===== src/rtl/cpu_sequencer_if.sv =====
// cpu_sequencer_if: control bundle between the RCPU sequencer and the datapath.
// The master side (the sequencer) reads the instruction register and memory
// handshake and drives the mux selects and write enables; the slave side is
// the datapath. REGS/AW must match the parameters of the attached sequencer.
interface cpu_sequencer_if #(
  parameter int REGS = 4,
  parameter int AW   = 3
);
  logic [15:0]     opcode;
  logic            memReady;
  logic            memReq;
  logic [1:0]      memAddr;
  logic            enPC;
  logic            saveOpcode;
  logic            saveMem;
  logic            saveAddr;
  logic [3:0]      aluFunc;
  logic [AW-1:0]   aluA;
  logic [AW-1:0]   aluB;
  logic [REGS-1:0] regWrite;
  logic            halted;

  modport master (
    input  opcode, memReady,
    output memReq, memAddr, enPC, saveOpcode, saveMem, saveAddr,
    output aluFunc, aluA, aluB, regWrite, halted
  );

  modport slave (
    output opcode, memReady,
    input  memReq, memAddr, enPC, saveOpcode, saveMem, saveAddr,
    input  aluFunc, aluA, aluB, regWrite, halted
  );
endinterface


===== src/rtl/cpu_sequencer.sv =====
// cpu_sequencer: multi-cycle control FSM for the RCPU datapath.
// Flow: FETCH -> DECODE -> [RIMM | RADDR -> RDIR] -> EXEC -> FETCH, with a
// terminal HALT for the halt instruction, invalid opcodes and bad operands.
// Memory states hold memReq/memAddr until memReady; write enables only fire
// in the cycle the memory completes.
// Optional feature: define CPU_SEQ_DIRECT_EN to build the direct operand mode
// (s1 = 101 reads its operand through an address fetched from the stream).
// Outputs are decoded combinationally from state, opcode and memReady so the
// datapath sees the enables in the same cycle the memory completes; reset
// forces them all low.
module cpu_sequencer #(
  parameter int REGS = 4,
  parameter int AW   = 3
) (
  input logic              clk,
  input logic              rst,
  cpu_sequencer_if.master  bus
);

  // Mux select encodings shared with the datapath.
  localparam logic [AW-1:0] SEL_A_MEM   = AW'(3'd4);
  localparam logic [AW-1:0] SEL_A_PC    = AW'(3'd5);
  localparam logic [AW-1:0] SEL_B_ONE   = AW'(3'd4);
  localparam logic [AW-1:0] SEL_B_IMM   = AW'(3'd5);
  localparam logic [1:0]    ADDR_PC     = 2'd0;
  localparam logic [1:0]    ADDR_AREG   = 2'd1;
  localparam logic [3:0]    FUNC_ADD    = 4'd0;

`ifdef CPU_SEQ_DIRECT_EN
  typedef enum logic [2:0] {
    ST_FETCH  = 3'd0,
    ST_DECODE = 3'd1,
    ST_RIMM   = 3'd2,
    ST_RADDR  = 3'd3,
    ST_RDIR   = 3'd4,
    ST_EXEC   = 3'd5,
    ST_HALT   = 3'd6
  } state_t;
`else
  typedef enum logic [2:0] {
    ST_FETCH  = 3'd0,
    ST_DECODE = 3'd1,
    ST_RIMM   = 3'd2,
    ST_EXEC   = 3'd5,
    ST_HALT   = 3'd6
  } state_t;
`endif

  typedef enum logic [1:0] {
    CL_A   = 2'd0,
    CL_HLT = 2'd1,
    CL_I   = 2'd2,
    CL_BAD = 2'd3
  } iclass_t;

  // Instruction class from the top opcode bits.
  function automatic iclass_t op_class(input logic [15:0] op);
    iclass_t c;
    if (op[15:12] == 4'b0000) begin
      c = CL_A;
    end else if (op[15:12] == 4'b0001) begin
      c = CL_HLT;
    end else if (op[15:14] == 2'b01) begin
      c = CL_I;
    end else begin
      c = CL_BAD;
    end
    return c;
  endfunction

  // One-hot register enable; codes beyond the register file give no bit.
  function automatic logic [REGS-1:0] reg_onehot(input logic [1:0] idx);
    logic [REGS-1:0] r;
    for (int i = 0; i < REGS; i++) begin
      r[i] = (int'(idx) == i);
    end
    return r;
  endfunction

  // Zero-extend a 2-bit register code onto a select bus.
  function automatic logic [AW-1:0] reg_sel(input logic [1:0] idx);
    return {{(AW-2){1'b0}}, idx};
  endfunction

  state_t          state_r;
  iclass_t         cls_s;
  logic [2:0]      s1_s;
  logic            src_a_bad_s;
  logic            src_b_bad_s;
  logic            exec_fault_s;
  state_t          decode_next_s;

  logic            mem_req_s;
  logic [1:0]      mem_addr_s;
  logic            en_pc_s;
  logic            save_opcode_s;
  logic            save_mem_s;
  logic            save_addr_s;
  logic [3:0]      alu_func_s;
  logic [AW-1:0]   alu_a_s;
  logic [AW-1:0]   alu_b_s;
  logic [REGS-1:0] reg_write_s;
  logic            halted_s;

  // Opcode bit 2 carries no control meaning.
  logic            unused_s;
  assign unused_s = bus.opcode[2];

  assign cls_s = op_class(bus.opcode);
  assign s1_s  = bus.opcode[11:9];

  // Operand checks: register source codes outside the file halt the CPU.
  always_comb begin
    src_a_bad_s  = (!s1_s[2]) && (int'(s1_s[1:0]) >= REGS);
    if (cls_s == CL_A) begin
      src_b_bad_s = (int'(bus.opcode[4:3]) >= REGS);
    end else begin
      src_b_bad_s = 1'b0;
    end
    exec_fault_s = src_a_bad_s || src_b_bad_s ||
                   (cls_s == CL_HLT) || (cls_s == CL_BAD);
  end

  // Decode routing from the registered opcode.
  always_comb begin
    decode_next_s = ST_HALT;
    case (cls_s)
      CL_A, CL_I: begin
        if (!s1_s[2]) begin
          decode_next_s = ST_EXEC;
        end else if (s1_s == 3'b100) begin
          decode_next_s = ST_RIMM;
`ifdef CPU_SEQ_DIRECT_EN
        end else if (s1_s == 3'b101) begin
          decode_next_s = ST_RADDR;
`endif
        end else begin
          decode_next_s = ST_HALT;
        end
      end
      default: decode_next_s = ST_HALT;
    endcase
  end

  // State register: memory states advance only on memReady, HALT is sticky.
  always_ff @(posedge clk or posedge rst) begin
    if (rst) begin
      state_r <= ST_FETCH;
    end else begin
      case (state_r)
        ST_FETCH:  state_r <= bus.memReady ? ST_DECODE : ST_FETCH;
        ST_DECODE: state_r <= decode_next_s;
        ST_RIMM:   state_r <= bus.memReady ? ST_EXEC : ST_RIMM;
`ifdef CPU_SEQ_DIRECT_EN
        ST_RADDR:  state_r <= bus.memReady ? ST_RDIR : ST_RADDR;
        ST_RDIR:   state_r <= bus.memReady ? ST_EXEC : ST_RDIR;
`endif
        ST_EXEC:   state_r <= exec_fault_s ? ST_HALT : ST_FETCH;
        ST_HALT:   state_r <= ST_HALT;
        default:   state_r <= ST_HALT;
      endcase
    end
  end

  // Control decode; every enable defaults low so stalls and reset are inert.
  always_comb begin
    mem_req_s     = 1'b0;
    mem_addr_s    = ADDR_PC;
    en_pc_s       = 1'b0;
    save_opcode_s = 1'b0;
    save_mem_s    = 1'b0;
    save_addr_s   = 1'b0;
    alu_func_s    = FUNC_ADD;
    alu_a_s       = '0;
    alu_b_s       = '0;
    reg_write_s   = '0;
    halted_s      = 1'b0;
    if (rst) begin
      halted_s = 1'b0;
    end else begin
      case (state_r)
        ST_FETCH: begin
          mem_req_s  = 1'b1;
          mem_addr_s = ADDR_PC;
          if (bus.memReady) begin
            save_opcode_s = 1'b1;
            en_pc_s       = 1'b1;
            alu_a_s       = SEL_A_PC;
            alu_b_s       = SEL_B_ONE;
            alu_func_s    = FUNC_ADD;
          end else begin
            save_opcode_s = 1'b0;
          end
        end
        ST_DECODE: begin
          mem_req_s = 1'b0;
        end
        ST_RIMM: begin
          mem_req_s  = 1'b1;
          mem_addr_s = ADDR_PC;
          if (bus.memReady) begin
            save_mem_s = 1'b1;
            en_pc_s    = 1'b1;
            alu_a_s    = SEL_A_PC;
            alu_b_s    = SEL_B_ONE;
            alu_func_s = FUNC_ADD;
          end else begin
            save_mem_s = 1'b0;
          end
        end
`ifdef CPU_SEQ_DIRECT_EN
        ST_RADDR: begin
          mem_req_s  = 1'b1;
          mem_addr_s = ADDR_PC;
          if (bus.memReady) begin
            save_addr_s = 1'b1;
            en_pc_s     = 1'b1;
            alu_a_s     = SEL_A_PC;
            alu_b_s     = SEL_B_ONE;
            alu_func_s  = FUNC_ADD;
          end else begin
            save_addr_s = 1'b0;
          end
        end
        ST_RDIR: begin
          mem_req_s  = 1'b1;
          mem_addr_s = ADDR_AREG;
          if (bus.memReady) begin
            save_mem_s = 1'b1;
          end else begin
            save_mem_s = 1'b0;
          end
        end
`endif
        ST_EXEC: begin
          alu_a_s = s1_s[2] ? SEL_A_MEM : reg_sel(s1_s[1:0]);
          if (cls_s == CL_A) begin
            alu_b_s    = reg_sel(bus.opcode[4:3]);
            alu_func_s = bus.opcode[8:5];
            if (!exec_fault_s) begin
              reg_write_s = reg_onehot(bus.opcode[1:0]);
            end else begin
              reg_write_s = '0;
            end
          end else if (cls_s == CL_I) begin
            alu_b_s    = SEL_B_IMM;
            alu_func_s = {bus.opcode[8], bus.opcode[8], bus.opcode[13:12]};
            if (!exec_fault_s && !s1_s[2]) begin
              reg_write_s = reg_onehot(s1_s[1:0]);
            end else begin
              reg_write_s = '0;
            end
          end else begin
            reg_write_s = '0;
          end
        end
        ST_HALT: begin
          halted_s = 1'b1;
        end
        default: begin
          halted_s = 1'b0;
        end
      endcase
    end
  end

  assign bus.memReq     = mem_req_s;
  assign bus.memAddr    = mem_addr_s;
  assign bus.enPC       = en_pc_s;
  assign bus.saveOpcode = save_opcode_s;
  assign bus.saveMem    = save_mem_s;
  assign bus.saveAddr   = save_addr_s;
  assign bus.aluFunc    = alu_func_s;
  assign bus.aluA       = alu_a_s;
  assign bus.aluB       = alu_b_s;
  assign bus.regWrite   = reg_write_s;
  assign bus.halted     = halted_s;

endmodule


===== src/flat_wrapper.sv =====
// flat-port wrapper written by rule: the top's interface ports become plain ports
module cpu_sequencer_flat 
#(
  parameter int REGS = 4,
  parameter int AW   = 3
)
  (clk, rst, bus_opcode, bus_memReady, bus_memReq, bus_memAddr, bus_enPC, bus_saveOpcode, bus_saveMem, bus_saveAddr, bus_aluFunc, bus_aluA, bus_aluB, bus_regWrite, bus_halted);
  cpu_sequencer_if #(.REGS(REGS), .AW(AW)) bus_i ();
  input logic clk;
  input logic rst;
  input wire logic [$bits(bus_i.opcode)-1:0] bus_opcode;
  input wire logic [$bits(bus_i.memReady)-1:0] bus_memReady;
  output wire logic [$bits(bus_i.memReq)-1:0] bus_memReq;
  output wire logic [$bits(bus_i.memAddr)-1:0] bus_memAddr;
  output wire logic [$bits(bus_i.enPC)-1:0] bus_enPC;
  output wire logic [$bits(bus_i.saveOpcode)-1:0] bus_saveOpcode;
  output wire logic [$bits(bus_i.saveMem)-1:0] bus_saveMem;
  output wire logic [$bits(bus_i.saveAddr)-1:0] bus_saveAddr;
  output wire logic [$bits(bus_i.aluFunc)-1:0] bus_aluFunc;
  output wire logic [$bits(bus_i.aluA)-1:0] bus_aluA;
  output wire logic [$bits(bus_i.aluB)-1:0] bus_aluB;
  output wire logic [$bits(bus_i.regWrite)-1:0] bus_regWrite;
  output wire logic [$bits(bus_i.halted)-1:0] bus_halted;
  assign bus_i.opcode = bus_opcode;
  assign bus_i.memReady = bus_memReady;
  assign bus_memReq = bus_i.memReq;
  assign bus_memAddr = bus_i.memAddr;
  assign bus_enPC = bus_i.enPC;
  assign bus_saveOpcode = bus_i.saveOpcode;
  assign bus_saveMem = bus_i.saveMem;
  assign bus_saveAddr = bus_i.saveAddr;
  assign bus_aluFunc = bus_i.aluFunc;
  assign bus_aluA = bus_i.aluA;
  assign bus_aluB = bus_i.aluB;
  assign bus_regWrite = bus_i.regWrite;
  assign bus_halted = bus_i.halted;
  cpu_sequencer #(.REGS(REGS), .AW(AW)) u_core (.clk(clk), .rst(rst), .bus(bus_i));
endmodule

===== config.mk =====
export PLATFORM = sky130hd
export DESIGN_NAME = cpu_sequencer_flat
export DESIGN_NICKNAME = d
export VERILOG_FILES = /design/src/rtl/cpu_sequencer_if.sv /design/src/rtl/cpu_sequencer.sv /design/src/flat_wrapper.sv
export SDC_FILE = /design/constraint.sdc
export NUM_CORES = 1
export LEC_CHECK = 0
export CAP_MARGIN = 5
export CORE_UTILIZATION = 30
export CTS_CLUSTER_SIZE = 40
export DETAILED_ROUTE_END_ITERATION = 7
export PLACE_DENSITY = 0.8
export SLEW_MARGIN = 20
export SYNTH_ARGS = -nofsm -noshare
export SYNTH_HDL_FRONTEND = slang
export SYNTH_SLANG_ARGS = --single-unit

===== constraint.sdc =====
create_clock -name clk -period 1.3 [get_ports clk]
set_input_delay 0.26 -clock clk [delete_from_list [all_inputs] [get_ports clk]]
set_output_delay 0.26 -clock clk [all_outputs]
set_load 0.01 [all_outputs]

### Word-level counts from Yosys, hierarchy flattened

Cells that the tools add are included.
W data, S select, Z words.

* mux-type cells: 40
* equal/unequal tests: 16
* shift operators: 0
* magnitude comparators: 0
* reductions and logical operators: 11
* bitwise gates (word level): 0
* divide/modulo/power cells: 0
* add/subtract/negate cells: 0
* multipliers: 0

Operator list (number)
* $mux W4: 10
* $mux W3: 12
* $mux W1: 13
* $eq A2 B2 Y1 const B: 6
* $pmux W3 S2: 2
* $pmux W3 S4: 1
* $eq A3 B3 Y1 const B: 3
* $eq A2 B1 Y1 const B: 4
* $logic_not A2 Y1: 3
* $eq A4 B1 Y1 const B: 1
* $logic_not A4 Y1: 1
* $mux W2: 2
* $reduce_or A2 Y1: 2
* $eq A3 B1 Y1 const B: 1
* $eq A3 B2 Y1 const B: 1
* $logic_not A3 Y1: 1
* $logic_not A1 Y1: 2
* $logic_and A1 B1 Y1: 1
* $logic_or A1 B1 Y1: 1

* input port bits: 19
* memories: 0
* register bits after elaboration: 3
* output and inout bits: 22
* word-level logic and storage cells: 68
* memory bits (writable): 0
* bits in read-only memories: 0
* bits in latches: 0

### Longest topological paths before layout

Gate-level depths: netlist (run 1).

* depth after elaboration: 13
* mapped depth: 5
* mapped depth without buffers: 3

### Least setup slack after synthesis (run 1)

Ideal clock, no wire load.

* path type: reg2out
* start point: register u_core.state_r[2]
* end point: output port bus_saveOpcode
* arrival time: 1277 ps
* stages on the path, launching flop included: 6
* required time: 1040 ps
* path buffers: 2
* slack: -237 ps
* path through: dfrtp_1 > buf_2 > nor3_2 > and2_0 > buf_2 > nor2b_1

* longest elaborated chain between the ends: 3

Ends and longest elaborated chain
* start, declared: RTL line cpu_sequencer.sv:85 `state_t state_r;`
* start signal, assigned: RTL line cpu_sequencer.sv:151 `ST_FETCH: state_r <= bus.memReady ? ST_DECODE : ST_FETCH;`
* start signal, assigned: RTL line cpu_sequencer.sv:152 `ST_DECODE: state_r <= decode_next_s;`
* start signal, assigned: RTL line cpu_sequencer.sv:153 `ST_RIMM: state_r <= bus.memReady ? ST_EXEC : ST_RIMM;`
* $logic_not A3 Y1: RTL line cpu_sequencer.sv:181 `case (state_r)`
* $mux W1: RTL line cpu_sequencer.sv:181
* $mux W1: RTL line cpu_sequencer.sv:178 `if (rst) begin`
* end, declared: RTL line flat_wrapper.sv:16 `output wire logic [$bits(bus_i.saveOpcode)-1:0] bus_saveOpcode;`

No other way between the ends.

### Worst setup path after layout (run 1)

* start point: register u_core.state_r[0]
* end point: output port bus_aluA[2]

* longest elaborated chain between the ends: 4
* elaborated cells on any way between the ends: 6
* those cells by class: eq/ne (2); mux (2); reduce/logical (2)

Ends and longest elaborated chain
* $eq A3 B2 Y1 or $logic_not A3 Y1 (tied branches): RTL line cpu_sequencer.sv:181
* $reduce_or A2 Y1 (no source line)
* $pmux W3 S2 *: RTL line cpu_sequencer.sv:181
* $mux W3 *: RTL line cpu_sequencer.sv:178
* end, declared: RTL line flat_wrapper.sv:20 `output wire logic [$bits(bus_i.aluA)-1:0] bus_aluA;`

Every way passes the cells marked *; elsewhere a longest branch is shown, timed or not.

==> results of run 1 <==
## final timing paths
check                             startpoint                end  depth (start not counted)
min reg2reg                u_core.state_r[1]  u_core.state_r[1]                          3
max reg2reg                u_core.state_r[1]  u_core.state_r[2]                          3
min                                      rst  u_core.state_r[1]                          2
max                        u_core.state_r[0]        bus_aluA[2]                          5
min in group clk              bus_opcode[15]  u_core.state_r[1]                          4
max in group asynchronous                rst  u_core.state_r[0]                          2
## cell type report
cell class | count | area share (%)
timing repair buffer | 60 | 47.32
multi-input combinational | 51 | 39.93
sequential | 3 | 7.390
clock buffer | 4 | 2.503
tap | 15 | 1.788
inverter | 3 | 1.073
## cells in the final DEF (no fill, tap or decap)
cell type,count
inv_1,2
buf_4,17
buf_2,15
a211oi_1,2
nor2b_4,1
and3_4,1
and3_1,1
nor3_1,1
nor4b_4,1
nand2b_1,1
dlygate4sd2_1,4
nand3b_1,4
dfrtp_2,2
a21o_1,5
nor4bb_2,1
nor3b_2,1
nor2b_1,1
nand4bb_1,1
nor2_2,2
nor4b_2,1
nor2_4,1
and2_4,2
clkbuf_4,3
dfrtp_1,1
nor4_4,1
clkbuf_1,1
a21oi_1,3
conb_1,3
nor2_1,6
a22oi_2,1
buf_6,15
nor3_4,1
o21ba_2,1
clkdlybuf4s50_1,9
a22oi_1,3
nand3_1,2
inv_2,1
a21oi_2,3
## cells by family (layout without fill, tap and decap cells)
family,count (synthesis),in the layout
and+or+nand+nor,30,30
DFF,3,3
buffers and inverters,9,67
AOI/OAI and AO/OA,18,18
other,1,3
## routing by layer
layer / track usage [%] / routed length [µm] / part of all wire, % / vias up
met1: 21.97 / 657 / 36 / 321
met4: 12.50 / 57 / 3.1 / 0
li1: - / - / - / 340
met3: 4.891 / 161 / 8.9 / 6
met2: 42.58 / 942 / 52 / 36
met5: 0 / 0 / 0 / -
## cells in the mapped netlist, types with 2 or more instances
cell and instances:
nand3_1 2, buf_2 3, nand3b_1 4, buf_4 3, dfrtp_1 3, a22oi_1 4, inv_1 3, and3_1 2
nor2_1 9, a211oi_1 2, nor2b_1 2, a21oi_1 6, a21o_1 5
## metrics by stage
step | hold WS (ns) | TNS [ns] | setup WS [ns] | cell area, µm²
final | 0.1220 | -4.651 | -0.3157 | 1050
after global routing | 0.1402 | -5.760 | -0.3728 | 1050
after CTS | 0.1244 | -4.806 | -0.3338 | 1032
after detailed placement | 0.5898 | -17.50 | -0.9755 | 959.7
after global placement | 0.5865 | -17.16 | -0.9497 | 959.7
after floorplan | 0.01351 | -0.1960 | -0.06672 | 514.2
## power groups by stage
| stage | Clock [mW] | Combinational (mW) | Sequential, mW |
|---|---|---|---|
| after detailed placement | 0 | 0.129 | 0.0950 |
| after floorplan | 0 | 0.0387 | 0.0950 |
| after global routing | 0.180 | 0.147 | 0.0938 |
| after CTS | 0.170 | 0.132 | 0.0939 |
| final | 0.165 | 0.137 | 0.0939 |
| after global placement | 0 | 0.128 | 0.0950 |
## worst max-delay path: cells and delay by family, from the launching register on
kind	cells	cell delay, ns
flops	1	0.43
compound gates	1	0.11
simple gates	2	0.38
buf+inv	2	0.21
## what timing repair did
action / 4_1_cts / 5_1_grt
pin swaps: 12 / 6
resized for setup: 121 / 7
setup endpoints to repair: 22 / 19
gates cloned: 1 / 0
setup buffers: 7 / 1
==> run metrics, run 1 <==
Clock transition at path regs 0.04 ns; Synth area leaders dfrtp_1, a21o_1, nor2_1; Top FF cell, synth dfrtp_1; Die Y 41.02 µm; Sink Count 3; post-synthesis mux area share 0%; Synth Area in Compound Gates 26.85%; hold buffer count at cts 0; xor/xnor share of the synthesized area 0%; r2r setup slk 0.12 ns; vias in the first global route 636; Routed Wire Length 1818 µm; via count 703; worst vdd rail ir drop 0.9271 mV; Layout Cells excl Fill 136; core area 1350 µm²; post-synth cell types 26; top cell type's share of synthesized area 16.44%; adder-cell share of the synthesized area 0%; Final GP Congestion 0.7075; Crit. End Element primary output; Slowest Stage Delay on Critical Path 0.43 ns; Critical Path AT 1.36 ns; placed insts 123; setup ws final -0.3157 ns; # setup viols final 19; YS warnings 0; 1st-iter DRT viols 10; total power draw 396.3 µW; CTS Buf Count 3; DP HPWL 1156 µm; final hold vios 0; largest family of logic cells by synthesized area simple AND/OR/NAND/NOR gates; fin crit share 124.3%; multi-input logic area 419.2 µm²; root buf cell clkbuf_4; failing checks negative setup slack; io pins 41; largest fanout on the critical path 4; Clock Skew 0.005250 ns; Netlist Area Pre-Place 456.7 µm²; Max Cap Viol 0; Syn Inst Count 61; Synth Area in Simple Gates 45.21%; utilization after layout 77.76%; max reg flops 3; kind of critical path flop to primary output; clock latency on the worst-skew pair 0.23 ns; chip width 41.02 µm; Seq/Total Area, Yosys 16.44%; RSZ-0062 raised after global routing true; Largest regs u_core.state_r: 3 flops; Slowest cell on crit path dfrtp_2; clock period minus worst slack 1.616 ns; layout cells sized above 1 58.68%; Clock Power Share 41.7%; Initial Utilization 33.83%; Final Max Tran Viols 0; first-pass GRT wire length 2504 µm; FP Rows 13; GRT Total Usage 22.50%; P_sw 108.3 µW; largest net degree at the start of global routing 9; HP Class input pin to asynchronous set/reset pin; post-synth top area cell dfrtp_1; initial antenna violation count 0; sequential power share 23.7%; Reg area 77.57 µm²; Critical Path Source Type flop; Switching Fraction 27.32%; Gate power share 34.6%; Residual DRC 0; WL per Instance 13.37 µm; # nets final 141; FFs w/ async S/R, synth 100.0%; fillers 96; Worst EP required 1.04 ns; Max Freq 0.6189 GHz; internal power 288.0 µW; CP Cell Sequence nor3_4 > and2_4 > buf_6 > a21o_1 > buf_6; clock tree buffer depth 2; vias per cell 5.169; Pre-Repair DR Iteration Count 3; status finished with violations; area growth from synthesis to layout 129.9%; number of synthesized flops with an enable pin 0; Diodes inserted 0; GRT overflow 0; Antenna Nets Post-Route 0; CP most frequent cell buf_6; Biggest register u_core.state_r; CTS tree yes; Pleak 0.5079 nW; synthesized area per cell 7.487 µm²; die area 1682 µm²; Synth Register Bits 3; htree depth 1; Cell Pwr Density 377.5 nW/µm²; IO Port Bufs 36
No activity file was read; power rests on OpenSTA's default activity.
==> run 2, diff against run 1 <==
--- a/config.mk
+++ b/config.mk
@@ -5,7 +5,7 @@
 export SDC_FILE = /design/constraint.sdc
 export NUM_CORES = 1
 export LEC_CHECK = 0
-export CAP_MARGIN = 5
+export CAP_MARGIN = 20
 export CORE_UTILIZATION = 30
 export CTS_CLUSTER_SIZE = 40
 export DETAILED_ROUTE_END_ITERATION = 7
==> constraint.sdc (replaced) <==
create_clock -name clk -period 1.8 [get_ports clk]
set_input_delay 0.36 -clock clk [delete_from_list [all_inputs] [get_ports clk]]
set_output_delay 0.36 -clock clk [all_outputs]
set_load 0.01 [all_outputs]
==> run metrics, run 2 (synthesized netlist as in run 1, its figures left out) <==
Slowest Stage Delay on Critical Path 0.31 ns (-0.12 ns); CTS tree yes; # nets final 142 (+0.71%); Crit. End Element primary output; CP Cell Sequence buf_6 > nor4_4 > buf_4 > buf_4 > nand3b_1 > a21oi_1 > buf_2; Routed Wire Length 1915 µm (+5.3%); utilization after layout 73.77% (-4.0 points); clock tree buffer depth 2 (unchanged); Clock Skew 0.001999 ns (-0.003251 ns); Antenna Nets Post-Route 0 (unchanged); Slowest cell on crit path nor4_4; core area 1350 µm² (unchanged); final hold vios 0 (unchanged); Layout Cells excl Fill 137 (+0.74%); 1st-iter DRT viols 9 (-1); root buf cell clkbuf_4; worst vdd rail ir drop 0.3686 mV (-60%); worst r2r src u_core.state_r[1]; Diodes inserted 0 (unchanged); initial antenna violation count 0 (unchanged); Top Family by Delay on Critical Path buffers and inverters; placed insts 127 (+3.3%); DP HPWL 1383 µm (+20%); Critical path buffers and inverters 4 (+2); Pleak 0.5092 nW (+0.26%); GRT Total Usage 25.65% (+3.1 points); IO Port Bufs 36 (unchanged); r2r setup slk 0.61 ns (+0.49 ns); Critical Path Source Type input pin; Initial Utilization 33.83% (unchanged); Max Freq 0.5710 GHz; Pre-Repair DR Iteration Count 4 (+1); vias per cell 5.234 (+1.2%); clock period minus worst slack 1.751 ns; Sink Count 3 (unchanged); largest fanout on the critical path 3 (-1); R2R cell count 3 (unchanged); chip width 41.02 µm (unchanged); vias in the first global route 688 (+8.2%); Cell Pwr Density 292.8 nW/µm² (-22%); Reg-to-Reg End u_core.state_r[2]; CP most frequent cell buf_4; clock latency on the worst-skew pair 0.23 ns (about the same); first-pass GRT wire length 2801 µm (+12%); io pins 41 (unchanged); status finished clean; die area 1682 µm² (unchanged); WL per Instance 13.98 µm (+4.6%); Residual DRC 0 (unchanged); Clock transition at path regs 0.04 ns (about the same); Die Y 41.02 µm (unchanged); most frequent cells in the layout buf_4, buf_2, clkdlybuf4s50_1; Final Max Tran Viols 0 (unchanged); Final GP Congestion 0.7610 (+7.6%); fin crit share 97.30%; Biggest register u_core.state_r; area growth from synthesis to layout 118.1%; Largest regs u_core.state_r: 3 flops; Worst EP required 1.44 ns (+0.40 ns); HP Class input pin to asynchronous set/reset pin; commonest non-fill, non-tap cell in the layout buf_4; Placed Area 948.4 µm² (-1.2%); via count 717 (+2.0%); Critical Path AT 1.39 ns (+0.03 ns); kind of critical path input pin to primary output; post-route setup TNS 0 ns (+4.651 ns); htree depth 1 (unchanged); cell area after layout 996.0 µm² (-5.1%); FP Rows 13 (unchanged); largest net degree at the start of global routing 7 (-2); CTS Buf Count 3 (unchanged); # setup viols final 0 (-19); GRT overflow 0 (unchanged); hold buffer count at cts 0 (unchanged); max reg flops 3 (unchanged); layout cells sized above 1 51.64% (-7.0 points); Max Cap Viol 0 (unchanged)
-- run 2: cell count changes in the layout (fill, tap and decap cells not counted), sizes merged --
cell,before,now
clkdlybuf4s15,0,3
buf,47,43
clkbuf,4,6
-- run 2: timing repair --
| action | CTS | global route |
|---|---|---|
| pin swaps | 3 | 4 |
| resized for setup | 97 | 13 |
| buffers inserted | 7 | 0 |
| endpoints found under the setup margin | 19 | 11 |
-- run 2: how the worst max path moves through the flow --
stage	start	endpoint	slack, ns	cells past startpoint
floorplan	u_core.state_r[2]	bus_saveOpcode	0.16	5
global placement	bus_opcode[15]	bus_regWrite[3]	-0.67	7
detailed placement	bus_opcode[14]	bus_aluFunc[0]	-0.70	6
CTS	rst	bus_aluA[1]	-0.02	5
global route	bus_opcode[13]	bus_aluFunc[0]	-0.003	8
finish	bus_opcode[13]	bus_regWrite[2]	0.05	7
-- run 2: cell type report --
type | instances | area, µm²
well taps | 15 | 18.77
repair buffers | 61 | 469.2
multi-input cells | 51 | 392.9
clock buffers | 4 | 26.28
fillers | 107 | 354.1
inverters | 3 | 11.26
flip-flops and latches | 3 | 77.57
-- run 2: per-layer routing --
metal	global-route usage, %	vias to the layer above	routed length, µm
met5	0	-	0
met4	13.33	0	31
met3	4.891	4	135
met2	51.56	36	1094
met1	23.28	340	654
li1	-	337	-
-- run 2: worst reg2reg max path, cell delays in order (launching register included) --
cell	delay (ns)
dfrtp_1	0.37
buf_4	0.16
nor4b_2	0.38
a21oi_1	0.14
-- run 2: power by group --
part	leakage (nW)	switching, mW	internal [mW]
combinational	0.465	0.0409	0.0585
clock	0.0150	0.0411	0.0835
sequential	0.0295	0.000000000000000702	0.0677
-- run 2: through the flow --
step / hold WS [ns] / setup slack [ns] / total power, mW
6_report: 0.04428 / 0.04854 / 0.2916
5_1_grt: 0.05603 / -0.003132 / 0.3049
4_1_cts: 0.2086 / -0.02026 / 0.2911
3_5_place_dp: 0.6299 / -0.6985 / 0.1626
3_3_place_gp: 0.6024 / -0.6655 / 0.1600
2_1_floorplan: 0.1136 / 0.1633 / 0.09499
